**src/rtl/xor_initiator_pkg.sv**
```systemverilog
// Shared types and default sizing for the A/B/Y initiator.
// Holds the FSM state encoding and the packed command format queued in the FIFO.
// No logic, only declarations.
package xor_initiator_pkg;

    localparam int unsigned DEF_DEPTH   = 4;
    localparam int unsigned DEF_CNT_W   = 16;
    localparam int unsigned DEF_TIMEOUT = 255;

    typedef enum logic [1:0] {
        ST_IDLE   = 2'd0,
        ST_SEND   = 2'd1,
        ST_WAIT_Y = 2'd2,
        ST_RESP   = 2'd3
    } state_e;

    // One queued host command: operand for the A channel and for the B channel.
    typedef struct packed {
        logic a;
        logic b;
    } cmd_t;

    localparam int unsigned CMD_W = $bits(cmd_t);

endpackage

```
**src/rtl/xor_initiator_cmd_fifo.sv**
```systemverilog
// Command FIFO: DEPTH x W synchronous push/pop, first-word-fall-through read data.
// Latency: a pushed word is visible on rdata_o (empty_o low) the cycle after the push.
// Backpressure: full_o blocks pushes (a pop in the same cycle does not free a slot early).
// Ports: clk/reset_n; push_i+wdata_i write side; pop_i+rdata_o read side; full_o/empty_o status.
module xor_initiator_cmd_fifo #(
    parameter int unsigned DEPTH = 4,
    parameter int unsigned W     = 2
) (
    input  logic         clk,
    input  logic         reset_n,
    input  logic         push_i,
    input  logic [W-1:0] wdata_i,
    input  logic         pop_i,
    output logic [W-1:0] rdata_o,
    output logic         full_o,
    output logic         empty_o
);

    localparam int unsigned AW = (DEPTH > 1) ? $clog2(DEPTH) : 1;

    logic [W-1:0] mem_q [DEPTH];
    // Pointers carry one extra wrap bit so full and empty are distinguishable.
    logic [AW:0]  wr_ptr_q, wr_ptr_d;
    logic [AW:0]  rd_ptr_q, rd_ptr_d;
    logic         do_push;
    logic         do_pop;

    assign empty_o = (wr_ptr_q == rd_ptr_q);
    assign full_o  = (wr_ptr_q[AW] != rd_ptr_q[AW]) &&
                     (wr_ptr_q[AW-1:0] == rd_ptr_q[AW-1:0]);

    assign do_push = push_i && !full_o;
    assign do_pop  = pop_i && !empty_o;

    assign wr_ptr_d = do_push ? wr_ptr_q + 1'b1 : wr_ptr_q;
    assign rd_ptr_d = do_pop  ? rd_ptr_q + 1'b1 : rd_ptr_q;

    assign rdata_o = mem_q[rd_ptr_q[AW-1:0]];

    always_ff @(posedge clk or negedge reset_n) begin
        if (!reset_n) begin
            wr_ptr_q <= '0;
            rd_ptr_q <= '0;
        end else begin
            wr_ptr_q <= wr_ptr_d;
            rd_ptr_q <= rd_ptr_d;
        end
    end

    // Storage needs no reset: entries are only read once the pointers say they are valid.
    always_ff @(posedge clk) begin
        if (do_push) begin
            mem_q[wr_ptr_q[AW-1:0]] <= wdata_i;
        end
    end

endmodule

```
**src/rtl/xor_initiator.sv**
```systemverilog
// Initiator for the A/B/Y enable-ready protocol: queues host operand pairs, issues them on A/B,
// collects Y and returns it to the host. Latency cmd accept -> rsp_valid is 4 cycles minimum.
// Backpressure: cmd_ready=!fifo_full; A/B/rsp held until accepted; WAIT_Y aborts after TIMEOUT.
// Ports: host cmd_* in, rsp_* out; A_*/B_* request channels; Y_* result channel;
//        txn_count (wrapping), timeout_err (sticky), busy (FSM not idle).
module xor_initiator
    import xor_initiator_pkg::*;
#(
    parameter int unsigned DEPTH   = DEF_DEPTH,
    parameter int unsigned CNT_W   = DEF_CNT_W,
    parameter int unsigned TIMEOUT = DEF_TIMEOUT
) (
    input  logic             clk,
    input  logic             reset_n,
    input  logic             cmd_a,
    input  logic             cmd_b,
    input  logic             cmd_valid,
    output logic             cmd_ready,
    output logic             A_data,
    output logic             A_enable,
    input  logic             A_ready,
    output logic             B_data,
    output logic             B_enable,
    input  logic             B_ready,
    input  logic             Y_data,
    input  logic             Y_enable,
    output logic             Y_ready,
    output logic             rsp_data,
    output logic             rsp_valid,
    input  logic             rsp_ready,
    output logic [CNT_W-1:0] txn_count,
    output logic             timeout_err,
    output logic             busy
);

    localparam int unsigned TMR_W = (TIMEOUT > 1) ? $clog2(TIMEOUT + 1) : 1;

    state_e           state_q, state_d;
    logic             a_data_q, a_data_d;
    logic             b_data_q, b_data_d;
    logic             a_en_q, a_en_d;
    logic             b_en_q, b_en_d;
    logic             rsp_data_q, rsp_data_d;
    logic [TMR_W-1:0] timer_q, timer_d;
    logic [CNT_W-1:0] cnt_q, cnt_d;
    logic             terr_q, terr_d;

    cmd_t             cmd_in;
    cmd_t             fifo_rdata;
    logic             fifo_full;
    logic             fifo_empty;
    logic             fifo_pop;

    assign cmd_in = {cmd_a, cmd_b};

    xor_initiator_cmd_fifo #(
        .DEPTH (DEPTH),
        .W     (CMD_W)
    ) u_cmd_fifo (
        .clk     (clk),
        .reset_n (reset_n),
        .push_i  (cmd_valid),
        .wdata_i (cmd_in),
        .pop_i   (fifo_pop),
        .rdata_o (fifo_rdata),
        .full_o  (fifo_full),
        .empty_o (fifo_empty)
    );

    always_comb begin
        state_d    = state_q;
        a_data_d   = a_data_q;
        b_data_d   = b_data_q;
        a_en_d     = a_en_q;
        b_en_d     = b_en_q;
        rsp_data_d = rsp_data_q;
        timer_d    = timer_q;
        cnt_d      = cnt_q;
        terr_d     = terr_q;
        fifo_pop   = 1'b0;

        case (state_q)
            ST_IDLE: begin
                if (!fifo_empty) begin
                    fifo_pop = 1'b1;
                    a_data_d = fifo_rdata.a;
                    b_data_d = fifo_rdata.b;
                    a_en_d   = 1'b1;
                    b_en_d   = 1'b1;
                    state_d  = ST_SEND;
                end
            end
            ST_SEND: begin
                // Each channel retires on its own handshake; leave once both have retired.
                if (a_en_q && A_ready) begin
                    a_en_d = 1'b0;
                end
                if (b_en_q && B_ready) begin
                    b_en_d = 1'b0;
                end
                if (!a_en_d && !b_en_d) begin
                    timer_d = '0;
                    state_d = ST_WAIT_Y;
                end
            end
            ST_WAIT_Y: begin
                // A result in the final timer cycle still counts as a completion.
                if (Y_enable) begin
                    rsp_data_d = Y_data;
                    cnt_d      = cnt_q + 1'b1;
                    state_d    = ST_RESP;
                end else if (timer_q == TMR_W'(TIMEOUT - 1)) begin
                    terr_d  = 1'b1;
                    state_d = ST_IDLE;
                end else begin
                    timer_d = timer_q + 1'b1;
                end
            end
            ST_RESP: begin
                if (rsp_ready) begin
                    state_d = ST_IDLE;
                end
            end
            default: begin
                state_d = ST_IDLE;
            end
        endcase
    end

    always_ff @(posedge clk or negedge reset_n) begin
        if (!reset_n) begin
            state_q    <= ST_IDLE;
            a_data_q   <= 1'b0;
            b_data_q   <= 1'b0;
            a_en_q     <= 1'b0;
            b_en_q     <= 1'b0;
            rsp_data_q <= 1'b0;
            timer_q    <= '0;
            cnt_q      <= '0;
            terr_q     <= 1'b0;
        end else begin
            state_q    <= state_d;
            a_data_q   <= a_data_d;
            b_data_q   <= b_data_d;
            a_en_q     <= a_en_d;
            b_en_q     <= b_en_d;
            rsp_data_q <= rsp_data_d;
            timer_q    <= timer_d;
            cnt_q      <= cnt_d;
            terr_q     <= terr_d;
        end
    end

    // Y_ready and rsp_valid decode straight from the state register so reset kills them at once.
    assign cmd_ready   = !fifo_full;
    assign A_data      = a_data_q;
    assign A_enable    = a_en_q;
    assign B_data      = b_data_q;
    assign B_enable    = b_en_q;
    assign Y_ready     = (state_q == ST_WAIT_Y);
    assign rsp_data    = rsp_data_q;
    assign rsp_valid   = (state_q == ST_RESP);
    assign txn_count   = cnt_q;
    assign timeout_err = terr_q;
    assign busy        = (state_q != ST_IDLE);

endmodule

```
**config.mk**
```make
export PLATFORM = sky130hd
export DESIGN_NAME = xor_initiator
export DESIGN_NICKNAME = d
export VERILOG_FILES = /design/src/rtl/xor_initiator_pkg.sv /design/src/rtl/xor_initiator_cmd_fifo.sv /design/src/rtl/xor_initiator.sv
export SDC_FILE = /design/constraint.sdc
export NUM_CORES = 1
export LEC_CHECK = 0
export CAP_MARGIN = 20
export CORE_MARGIN = 5
export CORE_UTILIZATION = 53
export CTS_CLUSTER_DIAMETER = 30
export DETAILED_ROUTE_END_ITERATION = 16
export PLACE_DENSITY_LB_ADDON = 0.25
export SYNTH_ARGS = -nofsm -noshare
export SYNTH_HDL_FRONTEND = slang
export SYNTH_SLANG_ARGS = --single-unit
```
**constraint.sdc**
```tcl
create_clock -name clk -period 1.89 [get_ports clk]
set_clock_uncertainty 0.1 [all_clocks]
set_input_delay 0.378 -clock clk [delete_from_list [all_inputs] [get_ports clk]]
set_output_delay 0.378 -clock clk [all_outputs]
set_load 0.01 [all_outputs]
```
==> impl_metrics.tcl <==
set metrics [dict create \
    p_leak_nw 1.37 \
    synth_top_flop_cell "dfrtp_1" \
    status "finished clean" \
    grt_antenna_before_repair 0 \
    track_usage_pct 16.8 \
    yosys.cell_types.count 44 \
    yosysMostFrequentCell "dfrtp_1" \
    die_width_um 75.3 \
    yosysTopAreaCellShare_pct 42.1 \
    worst_slack_ns 0.0652 \
    timing.final.setup_violations 0 \
    final_design_area_no_fill_sq_um 2900 \
    post_route_cells_drive_above_1_share_pct 21.4 \
    detail_route.vias_per_cell 5.43 \
    hold_path.class "flop to flop" \
    rrSetupSlack_ns 0.13 \
    insertedDiodeCount 0 \
    drt_pass1_iterations 4 \
    synth-async-reset-ratio_pct 82.6 \
    worst_hold_path.num_cells 1 \
    rsz0062_at_grt "no" \
    timing.fmax_ghz 0.548 \
    slew_headroom_pct 68.3 \
    netlist.top_cell.by_area "dfrtp_1" \
    worstSkewPairLatency_ns 0.30 \
    port-buffer-count 35 \
    rr_worst_depth 7 \
    post_cts_hold_buffer_count 0 \
    tritoncts "built" \
    clk_path_buf_depth 2 \
    power.density_nw_per_um2 1340 \
    grt_pass1_wl_mm 7.28 \
    cts_buffers 5 \
    numPlacedInstances 283 \
    postSynthNetCount 201 \
    timing.critical_path.arrival_ns 1.35 \
    io_pins 36 \
    tritoncts_num_sinks 46 \
    place_ws_ns -0.126 \
    ys.warnings.count 0 \
    syn_avg_cell_area_sq_um 12.3 \
    critical_path.slowest_cell "dfrtp_1" \
    synth_common_cells "38 x dfrtp_1, 16 x xnor2_1, 10 x and3_1, 10 x nand3_1" \
    routabilityCongestion 0.793 \
    cts-root-buf "clkbuf_8" \
    core.rowCount 23 \
    grt_pass1_vias 1572 \
    vdd.ir_drop.worst_mv 0.839 \
    synth_edf_count 8 \
    worstReg2RegStart "timer_q[0]" \
    detailroute.via_count 1590 \
    drcViolationCount 0 \
    wirelength_mm 4.33 \
    report.final.slew_viol_count 0 \
    coreArea_sq_um 4060 \
    layout.cells.non_filler 293 \
    antenna_viol_nets_final 0 \
    yosysSeqAreaShare_pct 52.7 \
    cp_cell_sequence "or2_2, dlygate4sd2_1" \
    fp.dieH_um 75.3 \
    grt_max_degree 39 \
    reg2reg_to "timer_q[1]" \
    timing.hold.ws_ns 0.371 \
    dp_hpwl_mm 3.22 \
    maxCapViolCount 0 \
    critical-path-max-stage-delay_ns 0.41 \
    actual_transition_at_the_worst_max_transition_pin_ns 0.476 \
    post-route-min-period_ns 1.82 \
    totalPowerFinal_mw 3.89 \
    critical_path.max_fanout 4 \
    timing.final.hold_violations 0 \
    synth.top_cells.by_area "dfrtp_1 42%, edfxtp_1 11%, xnor2_1 6.2%" \
    area_delta_synth_final_pct 28.2 \
    required_ns 1.41 \
    drtIter0Drc 101 \
    start_kind "flop" \
    clock_pin_slew_of_the_registers_on_the_worst_case_setup_and_hold_paths_ns 0.08 \
    die-area_sq_um 5670 \
    hold_start "timeout_err" \
    period_utilisation_layout_pct 96.6 \
    timing_worst_setup_path_type "flop to primary output" \
    worstSetupEndpointType "primary output" \
    start_util_pct 55.7 \
    post_synth_instance_area_sq_um 2260 \
    grt_overflow 0 \
    postPlaceCellArea_sq_um 2790 \
    detail_route.wl_per_cell_um 14.8 \
    timing.hold.worst_endpoint "timeout_err" \
    postSynthCellCount 183 \
    net_total_in_the_final_layout 260 \
    count_of_state_elements_after_synthesis 46 \
    htree_num_levels 2 \
]
[logic make-up after synthesis]
kind of cell	Yosys count	synth area share (%)
adder cells (fa/ha/maj)	8	4.43
multiplexers	10	6.37
flip-flops	46	52.7
AND/OR/NAND/NOR	62	17.8
AO/OA/AOI/OAI	24	7.81
XOR/XNOR	22	8.86
buffers and inverters	11	2.05
[worst max path at each step]
stage                                 startpoint  cells past startpoint                      to
after global routing                  state_q[0]                      2                    busy
final                                 state_q[0]                      2                    busy
after global placement                  Y_enable                      5              timer_q[5]
after detailed placement                Y_enable                      5              timer_q[6]
after floorplan           u_cmd_fifo.wr_ptr_q[1]                      4  u_cmd_fifo.wr_ptr_q[1]
after CTS                             state_q[1]                      2               rsp_valid
[routing by layer]
metal  vias up  wire length, um  track usage, %
met5         -                0               0
met4         0               38            3.50
met3         4              245            4.35
met2        43             2180            28.3
met1       773             1870            22.2
li1        770                -               -
[worst max-delay path, delay by kind of cell, from the launching register on]
kind                   cells  cell delay (ns)
AND/OR/NAND/NOR            1             0.35
flip-flops                 1             0.41
buffers and inverters      1             0.30
[placed cells by master, fill, tap and decap left out, drive strengths merged, types with 2 or more instances in the layout]
cell	netlist	routed
ha	8	8
a211o	3	3
a31oi	2	2
mux4	2	2
nor4	2	2
nand2b	3	3
nand4	6	6
nand3	10	10
dfrtp	38	38
a21oi	6	6
xnor2	17	17
and2	2	2
and3	11	11
buf	2	19
clkinv	0	2
nand2	10	10
mux2	6	6
mux2i	2	2
clkdlybuf4s50	0	31
inv	9	9
o21ai	7	7
nand3b	2	2
nor3	4	4
edfxtp	8	8
xor2	5	5
nor2	9	9
clkbuf	0	7
dlygate4sd2	0	2
[sequential cells by signal (all words and copies together), names as in the netlist]
signal	cells
rsp_data	1
u_cmd_fifo.mem_q	8
timer_q	8
u_cmd_fifo.rd_ptr_q	3
B_data	1
state_q	2
B_enable	1
txn_count	16
timeout_err	1
A_data	1
u_cmd_fifo.wr_ptr_q	3
A_enable	1
[through the flow]
stage / setup TNS, ns / util, %
finish: 0 / 71.4
CTS: 0 / 71.0
detailed placement: -0.784 / 68.7
floorplan: 0 / -
global route: 0 / 71.4
global placement: -0.283 / 68.7
[area by class of cell]
type	count	area (sq um)
well taps	50	62.6
inverters	9	33.8
repair buffers	54	488
multi-input cells	126	1040
clock inverters	2	8.76
fillers	293	1160
flip-flops and latches	46	1190
clock buffers	6	72.6
[power breakdown]
part	switching (mW)	total (mW)	internal, mW
sequential	0.239	1.51	1.27
combinational	0.820	1.81	0.987
clock	0.321	0.575	0.255
[what timing repair did]
action	CTS	global route
buffers inserted	0	2
pin swaps	1	0
setup endpoints to repair	3	2
gates resized for setup	6	4
(Power assumes the default switching activity.)
